[src/rtl/dma_copy_pkg.sv]
// Shared constants for the word-granular DMA copy engine: bus placement,
// register offsets, control/status bit positions and FSM state encodings.
// No logic lives here; everything is consumed by dma_copy and dma_copy_regs.
package dma_copy_pkg;

    // Default datapath widths
    localparam int XLEN_DEF      = 32;
    localparam int LEN_WIDTH_DEF = 16;

    // Bus placement: initiator port index and responder window
    localparam int          HOST_DMA_PORT = 1;
    localparam logic [31:0] DMA_BASE      = 32'h0300_0000;
    localparam logic [31:0] DMA_MASK      = 32'hFFFF_0000;

    // Register offsets within the responder window (addr[4:0])
    localparam logic [4:0] OFF_SRC    = 5'h00;
    localparam logic [4:0] OFF_DST    = 5'h04;
    localparam logic [4:0] OFF_LEN    = 5'h08;
    localparam logic [4:0] OFF_CTRL   = 5'h0C;
    localparam logic [4:0] OFF_STATUS = 5'h10;

    // Bit positions
    localparam int CTRL_START_BIT  = 0;
    localparam int CTRL_IRQ_EN_BIT = 1;
    localparam int STAT_BUSY_BIT   = 0;
    localparam int STAT_DONE_BIT   = 1;

    // Copy FSM state encodings
    localparam logic [2:0] ST_IDLE    = 3'd0;
    localparam logic [2:0] ST_RD_REQ  = 3'd1;
    localparam logic [2:0] ST_RD_WAIT = 3'd2;
    localparam logic [2:0] ST_WR_REQ  = 3'd3;
    localparam logic [2:0] ST_FIN     = 3'd4;

endpackage

[src/rtl/dma_copy_regs.sv]
// Config register file for the DMA engine: decode, SRC/DST/LEN/CTRL/STATUS, read mux.
// Latency: read data appears on data_o one cycle after a read strobe; writes take effect next edge.
// Backpressure: none, config port is zero-wait; SRC/DST/LEN/START writes are dropped while busy.
module dma_copy_regs
    import dma_copy_pkg::*;
#(
    parameter int XLEN      = XLEN_DEF,
    parameter int LEN_WIDTH = LEN_WIDTH_DEF
) (
    input  logic                 clk_i,
    input  logic                 rst_i,
    input  logic                 req_i,
    input  logic                 we_i,
    input  logic [XLEN-1:0]      addr_i,
    input  logic [XLEN-1:0]      data_i,
    output logic [XLEN-1:0]      data_o,
    input  logic                 busy_i,
    input  logic                 fin_i,
    output logic                 start_o,
    output logic [XLEN-1:0]      src_o,
    output logic [XLEN-1:0]      dst_o,
    output logic [LEN_WIDTH-1:0] len_o,
    output logic                 irq_o
);

    logic [4:0]           off;
    logic                 wr_en;
    logic                 rd_en;
    logic                 unused_addr_bits;

    logic [XLEN-1:0]      src_q, src_d;
    logic [XLEN-1:0]      dst_q, dst_d;
    logic [LEN_WIDTH-1:0] len_q, len_d;
    logic                 irq_en_q, irq_en_d;
    logic                 done_q, done_d;
    logic [XLEN-1:0]      rdata_q, rdata_d;

    // Device selection happens in the bus fabric; only the low offset bits matter here.
    assign off              = addr_i[4:0];
    assign unused_addr_bits = &{1'b0, addr_i[XLEN-1:5]};
    assign wr_en            = req_i & we_i;
    assign rd_en            = req_i & ~we_i;

    // START is a single-cycle pulse, only accepted while the engine is idle.
    assign start_o = wr_en & (off == OFF_CTRL) & data_i[CTRL_START_BIT] & ~busy_i;

    // Next-state for the register file and the registered read mux.
    always_comb begin
        src_d    = src_q;
        dst_d    = dst_q;
        len_d    = len_q;
        irq_en_d = irq_en_q;
        done_d   = done_q;
        rdata_d  = '0;

        // Transfer parameters are frozen while a copy is in flight.
        if (wr_en && !busy_i) begin
            case (off)
                OFF_SRC: src_d = {data_i[XLEN-1:2], 2'b00};
                OFF_DST: dst_d = {data_i[XLEN-1:2], 2'b00};
                OFF_LEN: len_d = data_i[LEN_WIDTH-1:0];
                default: ;
            endcase
        end

        if (wr_en && (off == OFF_CTRL)) begin
            irq_en_d = data_i[CTRL_IRQ_EN_BIT];
        end

        // DONE priority, lowest to highest: software clear, new start, FIN set.
        if (wr_en && (off == OFF_STATUS) && data_i[STAT_DONE_BIT]) begin
            done_d = 1'b0;
        end
        if (start_o) begin
            done_d = 1'b0;
        end
        if (fin_i) begin
            done_d = 1'b1;
        end

        if (rd_en) begin
            case (off)
                OFF_SRC:    rdata_d = src_q;
                OFF_DST:    rdata_d = dst_q;
                OFF_LEN:    rdata_d = {{(XLEN-LEN_WIDTH){1'b0}}, len_q};
                OFF_CTRL:   rdata_d[CTRL_IRQ_EN_BIT] = irq_en_q;
                OFF_STATUS: begin
                    rdata_d[STAT_BUSY_BIT] = busy_i;
                    rdata_d[STAT_DONE_BIT] = done_q;
                end
                default:    rdata_d = '0;
            endcase
        end
    end

    // Register update with synchronous reset.
    always_ff @(posedge clk_i) begin
        if (rst_i) begin
            src_q    <= '0;
            dst_q    <= '0;
            len_q    <= '0;
            irq_en_q <= 1'b0;
            done_q   <= 1'b0;
            rdata_q  <= '0;
        end else begin
            src_q    <= src_d;
            dst_q    <= dst_d;
            len_q    <= len_d;
            irq_en_q <= irq_en_d;
            done_q   <= done_d;
            rdata_q  <= rdata_d;
        end
    end

    assign data_o = rdata_q;
    assign src_o  = src_q;
    assign dst_o  = dst_q;
    assign len_o  = len_q;
    assign irq_o  = done_q & irq_en_q;

endmodule

[src/rtl/dma_copy.sv]
// Memory-to-memory word copy engine: config responder plus a read-then-write bus initiator.
// Latency: 3 cycles per word with immediate grant; N words complete 3N+2 cycles after the START write.
// Backpressure: host_req_o and all host_* outputs hold steady until host_gnt_i; no internal buffering.
module dma_copy
    import dma_copy_pkg::*;
#(
    parameter int XLEN      = XLEN_DEF,
    parameter int LEN_WIDTH = LEN_WIDTH_DEF
) (
    input  logic            clk_i,
    input  logic            rst_i,
    input  logic            req_i,
    input  logic            we_i,
    input  logic [XLEN-1:0] addr_i,
    input  logic [XLEN-1:0] data_i,
    output logic [XLEN-1:0] data_o,
    output logic            host_req_o,
    input  logic            host_gnt_i,
    output logic [XLEN-1:0] host_addr_o,
    output logic            host_we_o,
    output logic [XLEN-1:0] host_wdata_o,
    input  logic [XLEN-1:0] host_rdata_i,
    output logic            irq_o
);

    localparam logic [XLEN-1:0]      WORD_BYTES = XLEN'(4);
    localparam logic [LEN_WIDTH-1:0] LEN_ONE    = LEN_WIDTH'(1);

    logic                 start;
    logic                 busy;
    logic                 fin;
    logic [XLEN-1:0]      cfg_src;
    logic [XLEN-1:0]      cfg_dst;
    logic [LEN_WIDTH-1:0] cfg_len;

    logic [2:0]           state_q, state_d;
    logic [XLEN-1:0]      cur_src_q, cur_src_d;
    logic [XLEN-1:0]      cur_dst_q, cur_dst_d;
    logic [LEN_WIDTH-1:0] remaining_q, remaining_d;
    logic [XLEN-1:0]      buf_q, buf_d;

    // BUSY covers every non-idle state including FIN, so it drops on the same edge DONE rises.
    assign busy = (state_q != ST_IDLE);
    assign fin  = (state_q == ST_FIN);

    dma_copy_regs #(
        .XLEN      (XLEN),
        .LEN_WIDTH (LEN_WIDTH)
    ) u_regs (
        .clk_i   (clk_i),
        .rst_i   (rst_i),
        .req_i   (req_i),
        .we_i    (we_i),
        .addr_i  (addr_i),
        .data_i  (data_i),
        .data_o  (data_o),
        .busy_i  (busy),
        .fin_i   (fin),
        .start_o (start),
        .src_o   (cfg_src),
        .dst_o   (cfg_dst),
        .len_o   (cfg_len),
        .irq_o   (irq_o)
    );

    // Copy FSM: latch the job on START, then alternate read and write one word at a time.
    always_comb begin
        state_d     = state_q;
        cur_src_d   = cur_src_q;
        cur_dst_d   = cur_dst_q;
        remaining_d = remaining_q;
        buf_d       = buf_q;

        case (state_q)
            ST_IDLE: begin
                if (start) begin
                    cur_src_d   = cfg_src;
                    cur_dst_d   = cfg_dst;
                    remaining_d = cfg_len;
                    state_d     = (cfg_len == '0) ? ST_FIN : ST_RD_REQ;
                end
            end
            ST_RD_REQ: begin
                if (host_gnt_i) begin
                    state_d = ST_RD_WAIT;
                end
            end
            ST_RD_WAIT: begin
                buf_d   = host_rdata_i;
                state_d = ST_WR_REQ;
            end
            ST_WR_REQ: begin
                if (host_gnt_i) begin
                    // Address arithmetic wraps modulo 2^XLEN by design.
                    cur_src_d   = cur_src_q + WORD_BYTES;
                    cur_dst_d   = cur_dst_q + WORD_BYTES;
                    remaining_d = remaining_q - LEN_ONE;
                    state_d     = (remaining_q == LEN_ONE) ? ST_FIN : ST_RD_REQ;
                end
            end
            ST_FIN: begin
                state_d = ST_IDLE;
            end
            default: begin
                state_d = ST_IDLE;
            end
        endcase
    end

    // FSM and datapath state with synchronous reset; reset aborts any copy in flight.
    always_ff @(posedge clk_i) begin
        if (rst_i) begin
            state_q     <= ST_IDLE;
            cur_src_q   <= '0;
            cur_dst_q   <= '0;
            remaining_q <= '0;
            buf_q       <= '0;
        end else begin
            state_q     <= state_d;
            cur_src_q   <= cur_src_d;
            cur_dst_q   <= cur_dst_d;
            remaining_q <= remaining_d;
            buf_q       <= buf_d;
        end
    end

    // Initiator outputs decode straight from registered state, so they cannot move while stalled.
    always_comb begin
        host_req_o   = 1'b0;
        host_we_o    = 1'b0;
        host_addr_o  = '0;
        host_wdata_o = '0;
        case (state_q)
            ST_RD_REQ: begin
                host_req_o  = 1'b1;
                host_addr_o = cur_src_q;
            end
            ST_WR_REQ: begin
                host_req_o   = 1'b1;
                host_we_o    = 1'b1;
                host_addr_o  = cur_dst_q;
                host_wdata_o = buf_q;
            end
            default: ;
        endcase
    end

endmodule

[config.mk]
export PLATFORM = sky130hd
export DESIGN_NAME = dma_copy
export DESIGN_NICKNAME = d
export VERILOG_FILES = /design/src/rtl/dma_copy_pkg.sv /design/src/rtl/dma_copy_regs.sv /design/src/rtl/dma_copy.sv
export SDC_FILE = /design/constraint.sdc
export NUM_CORES = 1
export LEC_CHECK = 0
export ABC_AREA = 1
export CORE_MARGIN = 10
export CORE_UTILIZATION = 50
export DETAILED_ROUTE_END_ITERATION = 6
export PLACE_DENSITY_LB_ADDON = 0.2
export SLEW_MARGIN = 20
export SYNTH_ARGS = -nofsm -noshare
export SYNTH_HDL_FRONTEND = slang
export SYNTH_SLANG_ARGS = --single-unit
[constraint.sdc]
create_clock -name clk_i -period 4.1 [get_ports clk_i]
set_clock_uncertainty 0.2 [all_clocks]
set_input_delay 0.82 -clock clk_i [delete_from_list [all_inputs] [get_ports clk_i]]
set_output_delay 0.82 -clock clk_i [all_outputs]
set_load 0.01 [all_outputs]
==> reports/results.ini, run 1 <==
[power_and_ir_drop]
p_leak_nw = 4.994
finalPower_mw = 4.783
powerDensity_nw_per_um2 = 340.5
max-vdd-ir-drop_mv = 0.2815

[clocking]
cts_root_buffer = clkbuf_16
cts_tree = yes
cts_buffers = 25
clkTransAtPathRegs_ps = 60
post_cts_buffers = 0
cts_resized = 0
hold_buffers = 0
htreeDepth = 1
clockBufferDepth = 3
clock_latency_ps = 530
cts_sinks = 221

[global_route]
grt_pass1_wl_mm = 58.17
grt-ovfl-total = 0
grt_max_degree = 146
grtUsageTotal_pct = 24.44
antenna_found_initial = 0
grt_pass1_vias = 11070

[route]
antenna_left = 0
dr.pass1.iters = 6
vias_per_cell = 5.398
remaining_drc_errors = 0
num_vias = 11910
wl_mm = 36.47
wl_per_cell_um = 16.52
drtIter0Drc = 1138

[sta]
fmax_ghz = 0.2808
period_share_pct = 86.85
tightest_slew_ps = 755.2
hold_viol = 0
setup_viol = 0
slew_headroom_pct = 49.59
drv_slew = 0
period_needed_ps = 3561
fin_setup_tns_ps = 0
rsz0062_at_grt = no

[layout]
n_fill_cell = 2122
n_antenna_cell = 0
nets = 2008
drive_above_1_share_pct = 4.683
area_delta_synth_final_pct = 23.35

[synth]
yosysTopAreaCellShare_pct = 38.85
synth-edff-count = 0
ys_seq_area_share_pct = 38.85
ys_ff_latch = 221
synthTopCellsByCount = nand2_1 (339), nor2_1 (297), inv_1 (231)
yosys_warnings = 0
synth_cell_types = 40
synth_area_per_cell_um2 = 6.391
synth_ff_type = dfxtp_1
synth_area_leader_cell = dfxtp_1
synth.area.top_cells = dfxtp_1 (39%), nand2_1 (11%), nor2_1 (9.8%), o21ai_0 (8.8%), inv_1 (7.6%)
async_flop_share_pct = 0
synthCells = 1782
yosysMostFrequentCell = nand2_1
syn-cell-area_um2 = 11390

[floorplanning]
fp.coreArea_um2 = 22500
start_util_pct = 50.61
design.die.area_um2 = 29210
die_h_um = 170.9
die_x_um = 170.9
io_pins = 200
rows = 55

[worst_setup_path]
reg2reg_slack_ps = 1400
cp-end-kind = primary output
worstPathMaxFanout = 30
worstSetupPathType = flip-flop to primary output
crit_required_ps = 3080
cp-start-kind = flip-flop
crit_arrival_ps = 2540

[place]
port_buffers = 170
dpl.hpwl_mm = 26.34
place.gp.congestion = 0.9376

[worst_hold_path]
hold_class = flip-flop to flip-flop

[status]
status = finished clean

[run]
maxCapViolCount = 0

## cell usage in the layout, fill, tap and decap left out, drive strengths merged, types with 2 or more instances in the layout
| master | synthesis | final |
|---|---|---|
| a31oi | 3 | 3 |
| nor2 | 303 | 303 |
| or2 | 4 | 4 |
| o21ai | 212 | 212 |
| inv | 238 | 239 |
| bufinv | 0 | 5 |
| nor4 | 3 | 3 |
| a21oi | 150 | 150 |
| o221ai | 16 | 16 |
| o22ai | 39 | 39 |
| conb | 1 | 2 |
| clkinvlp | 0 | 2 |
| clkdlybuf4s50 | 0 | 170 |
| xor2 | 2 | 2 |
| buf | 40 | 22 |
| clkbuf | 59 | 33 |
| nor3 | 23 | 23 |
| nand2 | 344 | 344 |
| nand4 | 15 | 15 |
| clkinv | 1 | 6 |
| o211ai | 2 | 2 |
| nand3 | 95 | 95 |
| dfxtp | 221 | 221 |
| ha | 4 | 4 |
## stage by stage
step / instances / utilization [%] / hold slack [ps] / instance area [µm²] / setup WS (ps)
final: 2207 / 62.42 / 249.8 / 14050 / 539.3
after global routing: 2207 / 62.42 / 276.9 / 14050 / 427.7
after CTS: 2207 / 62.42 / 251.1 / 14050 / 526.0
after detailed placement: 2161 / 58.54 / 241.8 / 13170 / 608.2
after global placement: 2161 / 58.54 / 237.6 / 13170 / 642.9
after floorplan: 1783 / - / 230.0 / 11390 / 1732
## registers in the layout, summed over array words and instances (netlist names)
signal,flops
u_regs.data_o,32
cur_dst_q,30
state_q,3
u_regs.done_q,1
u_regs.len_o,16
u_regs.src_o,30
buf_q,32
remaining_q,16
cur_src_q,30
u_regs.dst_o,30
u_regs.irq_en_q,1
## logic make-up (layout without fill, tap and decap cells)
logic type      after synthesis  count (layout)  synth area share (%)
compound gates              425             425                 19.79
xor+xnor                      3               3                0.2308
fa+ha+maj                     4               4                0.4395
buf+inv                     338             477                 12.09
flops                       221             221                 38.85
other cells                   1               2               0.03293
simple gates                790             790                 28.58
## where the power goes
group	internal, mW	switching, mW
Clock	1.48	0.923
Combinational	0.0996	0.113
Sequential	2.16	0.0116
## routing by layer
| layer | GRT usage [%] | wire length [µm] | vias up |
|---|---|---|---|
| met5 | 0 | 0 | - |
| met1 | 31.71 | 15580 | 5383 |
| met4 | 10.02 | 1464 | 0 |
| met3 | 5.899 | 3155 | 85 |
| li1 | - | - | 5981 |
| met2 | 38.15 | 16270 | 464 |
## worst paths after layout
path                     to  cells after the start        from
max          host_addr_o[9]                      6  state_q[0]
min               buf_q[30]                      2   buf_q[30]
max reg2reg   cur_dst_q[11]                     10  state_q[0]
min reg2reg       buf_q[30]                      2   buf_q[30]
## critical path, cell delays in order (launching register included)
cell             delay (ps)
dfxtp_1                 410
inv_1                    60
nor2_1                  200
nand2_1                  80
buf_4                   240
o21ai_0                 390
clkdlybuf4s50_1         620
## final cells by class
cell class              count  area [µm²]  area share [%]
clock buffers              33       675.6           4.810
repair buffers            192        1892           13.47
inverters                 239       900.9           6.413
well taps                 285       356.6           2.539
multi-input cells        1224        5599           39.86
flip-flops and latches    221        4424           31.50
clock inverters            13       198.9           1.416
No activity file was read; power rests on OpenSTA's default activity.
==> run 2, diff against run 1 <==
--- a/config.mk
+++ b/config.mk
@@ -9,7 +9,8 @@
 export CORE_MARGIN = 10
 export CORE_UTILIZATION = 50
 export DETAILED_ROUTE_END_ITERATION = 6
-export PLACE_DENSITY_LB_ADDON = 0.2
+export DONT_BUFFER_PORTS = 1
+export PLACE_DENSITY = 0.7
 export SLEW_MARGIN = 20
 export SYNTH_ARGS = -nofsm -noshare
 export SYNTH_HDL_FRONTEND = slang
==> constraint.sdc (replaced) <==
create_clock -name clk_i -period 4.3 [get_ports clk_i]
set_clock_uncertainty 0.2 [all_clocks]
set_input_delay 0.86 -clock clk_i [delete_from_list [all_inputs] [get_ports clk_i]]
set_output_delay 0.86 -clock clk_i [all_outputs]
set_load 0.01 [all_outputs]
==> reports/results.ini, run 2 (synthesis results as in run 1) <==
[status]
status = finished clean

[power_and_ir_drop]
max-vdd-ir-drop_mv = 0.3426
powerDensity_nw_per_um2 = 354.7
p_leak_nw = 4.304

[floorplanning]
fp.coreArea_um2 = 22500
start_util_pct = 50.61
die_x_um = 170.9
die_h_um = 170.9
design.die.area_um2 = 29210
rows = 55
io_pins = 200

[clocking]
cts_tree = yes
clockBufferDepth = 3
cts_root_buffer = clkbuf_16
hold_buffers = 0
cts_sinks = 221
clkTransAtPathRegs_ps = 60
clock_latency_ps = 540
htreeDepth = 1
cts_resized = 0
post_cts_buffers = 0
cts_buffers = 25

[global_route]
grtUsageTotal_pct = 23.36
met1_usage_pct = 30.83
use_met3_pct = 5.783
busiest_layer = met2
grt_pass1_vias = 10190
use_met2_pct = 36.71
grt_max_degree = 89
grt-ovfl-total = 0
antenna_found_initial = 0
grt_pass1_wl_mm = 55.37

[sta]
period_needed_ps = 3756
tightest_slew_ps = 904.8
fmax_ghz = 0.2662
hold_viol = 0
period_share_pct = 87.35
drv_slew = 0
fin_setup_tns_ps = 0
slew_headroom_pct = 39.68
setup_viol = 0
rsz0062_at_grt = no

[worst_setup_path]
worstSetupPathType = flip-flop to primary output
worstPathMaxFanout = 41
cp_slowest_cell = inv_2
worstPathCellList = nand3_4 > inv_2 > buf_4 > nand2_1 > o21ai_0
crit_arrival_ps = 2700
cp-end-kind = primary output
cp-start-kind = flip-flop
slowest_delay_ps = 670
crit_required_ps = 3240

[layout]
final_common_cell = nand2_1
n_antenna_cell = 0
area_delta_synth_final_pct = 7.219
final_cell_mix = nand2_1 (339), nor2_1 (297), inv_1 (231)
drive_above_1_share_pct = 4.478
final_core_util_pct = 54.26
nets = 1831
n_fill_cell = 2284

[route]
remaining_drc_errors = 0
wl_mm = 35.33
num_vias = 11290
dr.pass1.iters = 5
antenna_left = 0
drtIter0Drc = 1142
wl_per_cell_um = 17.43
vias_per_cell = 5.571

[worst_hold_path]
hold_class = input port to flip-flop

[place]
place.gp.congestion = 0.9657
dpl.hpwl_mm = 25.05
port_buffers = 0

[run]
maxCapViolCount = 0

-- run 2: cell types whose count changed in the layout (fill, tap and decap cells not counted), sizes merged --
cell           before  now
clkdlybuf4s50     170    0
clkbuf             33   38
bufinv              5    2
clkinvlp            2    1
buf                22   15
clkinv              6    2
-- run 2: critical path: cells and delay by family (launching register included) --
kind            cells  cell delay (ps)
simple gates        2              380
compound gates      1              290
buf+inv             2             1060
flops               1              410
-- run 2: report_power, final --
part | internal [mW] | switching (mW) | total [mW]
clock network | 1.28 | 0.860 | 2.14
logic | 0.0345 | 0.0854 | 0.120
registers | 2.06 | 0.0112 | 2.07
-- run 2: final cells by class --
cell class / count / area, µm² / share of cell area (%)
clock inverter: 5 / 92.59 / 0.7583
multi-input combinational: 1224 / 5599 / 45.85
timing repair buffer: 15 / 112.6 / 0.9222
inverter: 239 / 900.9 / 7.378
tap: 285 / 356.6 / 2.920
sequential: 221 / 4424 / 36.23
clock buffer: 38 / 724.4 / 5.933
-- run 2: metrics by stage --
stage,std cells,hold slack [ps],setup slack [ps],instance area (µm²),power (mW)
2_1_floorplan,1783,230.0,1892,11390,2.210
3_3_place_gp,1984,239.7,1152,11390,2.231
3_5_place_dp,1984,244.3,1121,11390,2.234
4_1_cts,2027,177.8,568.1,12210,4.357
5_1_grt,2027,180.2,388.8,12210,4.472
6_report,2027,202.8,543.9,12210,4.331
-- run 2: final timing paths --
kind                    from              end  slack (ps)  cells after the start
setup / recovery  state_q[0]  host_addr_o[14]         540                      5
hold / removal         rst_i   remaining_q[3]         200                      1
setup reg to reg  state_q[0]    cur_src_q[15]        1050                     10
hold reg to reg    buf_q[15]        buf_q[15]         250                      2
-- run 2: layer usage --
layer	up-vias	wire length, µm
met5	-	0
li1	5629	-
met4	0	935
met2	433	15920
met1	5181	15090
met3	49	3377
